===== src/rtl/enigma_return_path.sv =====
// Enigma return path: carries a reflected letter back through rotors I, II and III
// (inverse wiring), one rotor per cycle, with a one-deep valid/ready handshake.
module enigma_return_path (
    input  logic       clk,
    input  logic       rst,
    input  logic       in_valid,
    input  logic [4:0] in_code,
    output logic       in_ready,
    input  logic [4:0] pos_l,
    input  logic [4:0] pos_m,
    input  logic [4:0] pos_r,
    output logic       out_valid,
    output logic [4:0] out_code,
    input  logic       out_ready,
    output logic       err
);

    localparam logic [2:0] IDLE   = 3'd0;
    localparam logic [2:0] PASS_L = 3'd1;
    localparam logic [2:0] PASS_M = 3'd2;
    localparam logic [2:0] PASS_R = 3'd3;
    localparam logic [2:0] DONE   = 3'd4;

    localparam logic [1:0] SEL_L = 2'd0;
    localparam logic [1:0] SEL_M = 2'd1;
    localparam logic [1:0] SEL_R = 2'd2;

    // Forward wirings (index -> letter, 0 = A); the return path searches them for the inverse.
    localparam logic [4:0] WIRE_L [26] = '{
        5'd4,  5'd10, 5'd12, 5'd5,  5'd11, 5'd6,  5'd3,  5'd16, 5'd21, 5'd25, 5'd13, 5'd19, 5'd14,
        5'd22, 5'd24, 5'd7,  5'd23, 5'd20, 5'd18, 5'd15, 5'd0,  5'd8,  5'd1,  5'd17, 5'd2,  5'd9};
    localparam logic [4:0] WIRE_M [26] = '{
        5'd0,  5'd9,  5'd3,  5'd10, 5'd18, 5'd8,  5'd17, 5'd20, 5'd23, 5'd1,  5'd11, 5'd7,  5'd22,
        5'd19, 5'd12, 5'd2,  5'd16, 5'd6,  5'd25, 5'd13, 5'd15, 5'd24, 5'd5,  5'd21, 5'd14, 5'd4};
    localparam logic [4:0] WIRE_R [26] = '{
        5'd1,  5'd3,  5'd5,  5'd7,  5'd9,  5'd11, 5'd2,  5'd15, 5'd17, 5'd19, 5'd23, 5'd21, 5'd25,
        5'd13, 5'd24, 5'd4,  5'd8,  5'd22, 5'd6,  5'd0,  5'd10, 5'd12, 5'd20, 5'd18, 5'd16, 5'd14};

    logic [2:0] state;
    logic [4:0] code_q;
    logic [4:0] off_l;
    logic [4:0] off_m;
    logic [4:0] off_r;
    logic       err_q;
    logic       bad_input;

    function automatic logic [4:0] inverse(input logic [1:0] sel, input logic [4:0] s);
        logic [4:0] y;
        logic [4:0] w;
        y = '0;
        for (int i = 0; i < 26; i++) begin
            case (sel)
                SEL_L:   w = WIRE_L[i];
                SEL_M:   w = WIRE_M[i];
                default: w = WIRE_R[i];
            endcase
            if (w == s) y = i[4:0];
        end
        return y;
    endfunction

    // Both sums stay within 6 bits, so a single conditional subtract gives the mod-26 result.
    function automatic logic [4:0] rotor_pass(input logic [4:0] x, input logic [4:0] p,
                                              input logic [1:0] sel);
        logic [5:0] s;
        logic [5:0] d;
        logic [4:0] y;
        s = {1'b0, x} - 6'd1 + {1'b0, p};
        if (s >= 6'd26) s = s - 6'd26;
        y = inverse(sel, s[4:0]);
        d = {1'b0, y} + 6'd26 - {1'b0, p};
        if (d >= 6'd26) d = d - 6'd26;
        return d[4:0] + 5'd1;
    endfunction

    assign bad_input = (in_code == 5'd0) || (in_code > 5'd26) ||
                       (pos_l > 5'd25) || (pos_m > 5'd25) || (pos_r > 5'd25);

    always_ff @(posedge clk) begin
        if (rst) begin
            state  <= IDLE;
            code_q <= '0;
            off_l  <= '0;
            off_m  <= '0;
            off_r  <= '0;
            err_q  <= 1'b0;
        end else begin
            case (state)
                IDLE: begin
                    if (in_valid) begin
                        code_q <= in_code;
                        off_l  <= pos_l;
                        off_m  <= pos_m;
                        off_r  <= pos_r;
                        err_q  <= bad_input;
                        state  <= bad_input ? DONE : PASS_L;
                    end
                end
                PASS_L: begin
                    code_q <= rotor_pass(code_q, off_l, SEL_L);
                    state  <= PASS_M;
                end
                PASS_M: begin
                    code_q <= rotor_pass(code_q, off_m, SEL_M);
                    state  <= PASS_R;
                end
                PASS_R: begin
                    code_q <= rotor_pass(code_q, off_r, SEL_R);
                    state  <= DONE;
                end
                DONE: begin
                    if (out_ready) state <= IDLE;
                end
                default: state <= IDLE;
            endcase
        end
    end

    assign in_ready  = (state == IDLE);
    assign out_valid = (state == DONE);
    assign err       = out_valid && err_q;
    assign out_code  = (out_valid && !err_q) ? code_q : 5'd0;

endmodule

===== config.mk =====
export PLATFORM = sky130hd
export DESIGN_NAME = enigma_return_path
export DESIGN_NICKNAME = d
export VERILOG_FILES = /design/src/rtl/enigma_return_path.sv
export SDC_FILE = /design/constraint.sdc
export NUM_CORES = 1
export LEC_CHECK = 0
export ABC_AREA = 1
export ABC_CLOCK_PERIOD_IN_PS = 6600
export CORE_ASPECT_RATIO = 0.8
export CORE_UTILIZATION = 45
export CTS_CLUSTER_SIZE = 30
export DETAILED_ROUTE_END_ITERATION = 8
export PLACE_DENSITY = 0.63
export SLEW_MARGIN = 20
export SYNTH_ARGS = -nofsm -noshare
export SYNTH_HDL_FRONTEND = slang
export SYNTH_SLANG_ARGS = --single-unit
export TNS_END_PERCENT = 30

===== constraint.sdc =====
create_clock -name clk -period 6.6 [get_ports clk]
set_input_delay 1.98 -clock clk [delete_from_list [all_inputs] [get_ports clk]]
set_output_delay 1.98 -clock clk [all_outputs]
set_load 0.005 [all_outputs]

==> impl_metrics.csv <==
group,metric,value,unit
outcome,status,"finished with violations",
outcome,violations,"DRC",
clocking,cts_hold_buffers,0,
clocking,cts.sinks,24,
detailed_routing,postRouteAntennaNets,0,
cells_and_area,fill_cells,937,
sta,fin_skew,0.00415,ns
clocking,clk-insertion-delay-late,0.26,ns
clocking,htree_levels,1,
job,max-cap-violations,0,
synthesis,synthFlopType,"dfxtp_1",
cells_and_area,antenna_cells,0,
sta,worst_pin_slew,0.890,ns
global_routing,grt_overflow_total,0,
die,die_width,111,µm
detailed_routing,top_layer,"met4",
sta,setup_tns,0,ns
global_routing,gr-usage-all-layers,24.7,%
die,row_count,31,
detailed_routing,vias,4708,
critical_path,end_kind,"register",
placement,port_buffers,31,
detailed_routing,drc,2,
critical_path,crit_fanout,7,
critical_path,worstPathArrival,6.24,ns
critical_path,crit_path_frequent_cell,"nand2_1",
global_routing,grt_max_degree,21,
sta,slew_headroom,40.4,%
cells_and_area,multiInputGateArea,0.00343,mm²
synthesis,synth-edff-count,0,
synthesis,syn-num-nets,797,
synthesis,mappedNetlistArea,0.00429,mm²
min_path,hp-class,"register to register",
global_routing,grt_pass1_vias,4303,
cells_and_area,layout_common_cells,"180 x nand2_1, 114 x inv_1, 75 x nor2_1",
sta,period_minus_slack,6.13,ns
clocking,clk_path_buf_depth,2,
cells_and_area,nNetsFinal,831,
synthesis,async_flop_share,0,%
critical_path,crit_type,"register to register",
detailed_routing,post_drt_wl_per_cell,13.9,µm
critical_path,cp_top_family,"simple AND/OR/NAND/NOR gates",
synthesis,syn_avg_cell_area,5.98,µm²
die,core_area,0.00915,mm²
sta,hold_viol,0,
synthesis,netlist_instances,717,
sta,timing.final.crit_share,92.9,%
placement,hpwl,9830,µm
global_routing,antenna_found_initial,0,
clocking,path_clk_slew,0.06,ns
clocking,root_buffer,"clkbuf_16",
critical_path,critPathMaxStageDelay,0.42,ns
die,initial_core_util,46.8,%
die,dieArea,0.00992,mm²
detailed_routing,via_per_inst,5.44,
cells_and_area,syn_to_final_growth,15.8,%
synthesis,yosysWarnings,0,
synthesis,ys_ff_latch,24,
clocking,cts_tree,"yes",
clocking,cts_made_buffers,3,
cells_and_area,drive_gt1_share,8.80,%
detailed_routing,wl_met1,5990,µm
detailed_routing,wl_met2,5380,µm
detailed_routing,routed_wl,12000,µm
placement,place.gp.congestion,0.942,
detailed_routing,initialDrtViolationCount,378,
detailed_routing,dr_wl_met3,554,µm
critical_path,cp_num_buf_inv,6,
critical_path,worstPathRequired,6.71,ns
synthesis,ys_types,45,
sta,setup_viol,0,
cells_and_area,regArea,482,µm²
sta,fmax,0.163,GHz
critical_path,cpMaxStageDelayCell,"a21boi_1",
critical_path,timing.critical_path.from_type,"register",
sta,slew_viol_final,0,
die,io_pins,32,
die,die-height,89.3,µm
detailed_routing,first_pass_iters,7,
synthesis,seq_area_frac_synth,11.2,%
placement,placed_cell_area,0.00471,mm²
global_routing,grt_first_pass_wirelength,20300,µm
cells_and_area,final_common_cell,"nand2_1",
cells_and_area,final_cell_area,0.00496,mm²
==> per-stage QoR <==
| step | util (%) | hold slack [ns] | std cells | setup WS (ns) |
|---|---|---|---|---|
| after floorplan | - | 0.445 | 717 | 1.31 |
| after global placement | 51.4 | 0.455 | 856 | 0.307 |
| after detailed placement | 51.4 | 0.479 | 856 | 0.0740 |
| after CTS | 52.6 | 0.487 | 860 | 0.0337 |
| after global routing | 54.2 | 0.519 | 865 | -0.0104 |
| final | 54.2 | 0.484 | 865 | 0.470 |
==> worst reg2reg max path, delay by kind of cell, from the launching register on <==
family                   cells  cell delay (ns)
flip-flops                   1             0.37
AND/OR/NAND/NOR             20             2.16
adder cells (fa/ha/maj)      5             1.32
AO/OA/AOI/OAI                7             1.20
buffers and inverters        6             0.52
XOR/XNOR                     2             0.41
==> path summary, 6_finish.rpt <==
kind / start / endpoint / slack (ns) / depth (start not counted)
setup / recovery: code_q[2] / code_q[4] / 0.47 / 40
hold / removal: err_q / err_q / 0.48 / 2
setup reg to reg: code_q[2] / code_q[4] / 0.47 / 40
hold reg to reg: err_q / err_q / 0.48 / 2
==> timing repair <==
| item | CTS | global route |
|---|---|---|
| setup endpoints to repair | 0 | 4 |
| setup buffers | 0 | 5 |
| resized for setup | 0 | 22 |
==> metal layers <==
metal  vias to the layer above  GRT usage (%)
met4                         0           3.44
met1                      2127           35.5
met2                       154           42.8
met3                        17          0.746
met5                         -              0
li1                       2410              -
==> final cells by class <==
type,instances,area share (%)
inverters,121,9.21
multi-input cells,565,69.1
well taps,115,2.90
repair buffers,36,7.01
flip-flops and latches,24,9.71
clock inverters,1,0.605
clock buffers,3,1.51
==> Yosys cell counts, types with 11 or more instances <==
master	instances	share of area [%]
inv_1	116	10
nand3_1	61	7.1
nand2_1	181	16
nor2_2	11	1.6
xor2_1	16	3.3
dfxtp_1	24	11
ha_1	50	15
nor2_1	76	6.7
nand4_1	22	3.2
o21ai_0	19	2.2
a21oi_1	45	5.3
==> sequential cells by signal, summed over array words and instances (netlist names) <==
register / cells
code_q: 5
off_l: 5
off_m: 5
off_r: 5
state: 3
err_q: 1
==> cell families (layout without fill, tap and decap cells) <==
kind of cell | after synthesis | after routing | share of synthesized area, %
buffers and inverters | 128 | 161 | 11.4
AOI/OAI and AO/OA | 99 | 99 | 14.1
xor gates and xnor gates | 25 | 25 | 5.46
and+or+nand+nor | 385 | 385 | 40.5
adders and majority gates | 56 | 56 | 17.4
DFF | 24 | 24 | 11.2
Power is left out: the tool's default activity adds up to more than one toggle a clock period on the data nets, which glitch-free logic cannot reach.
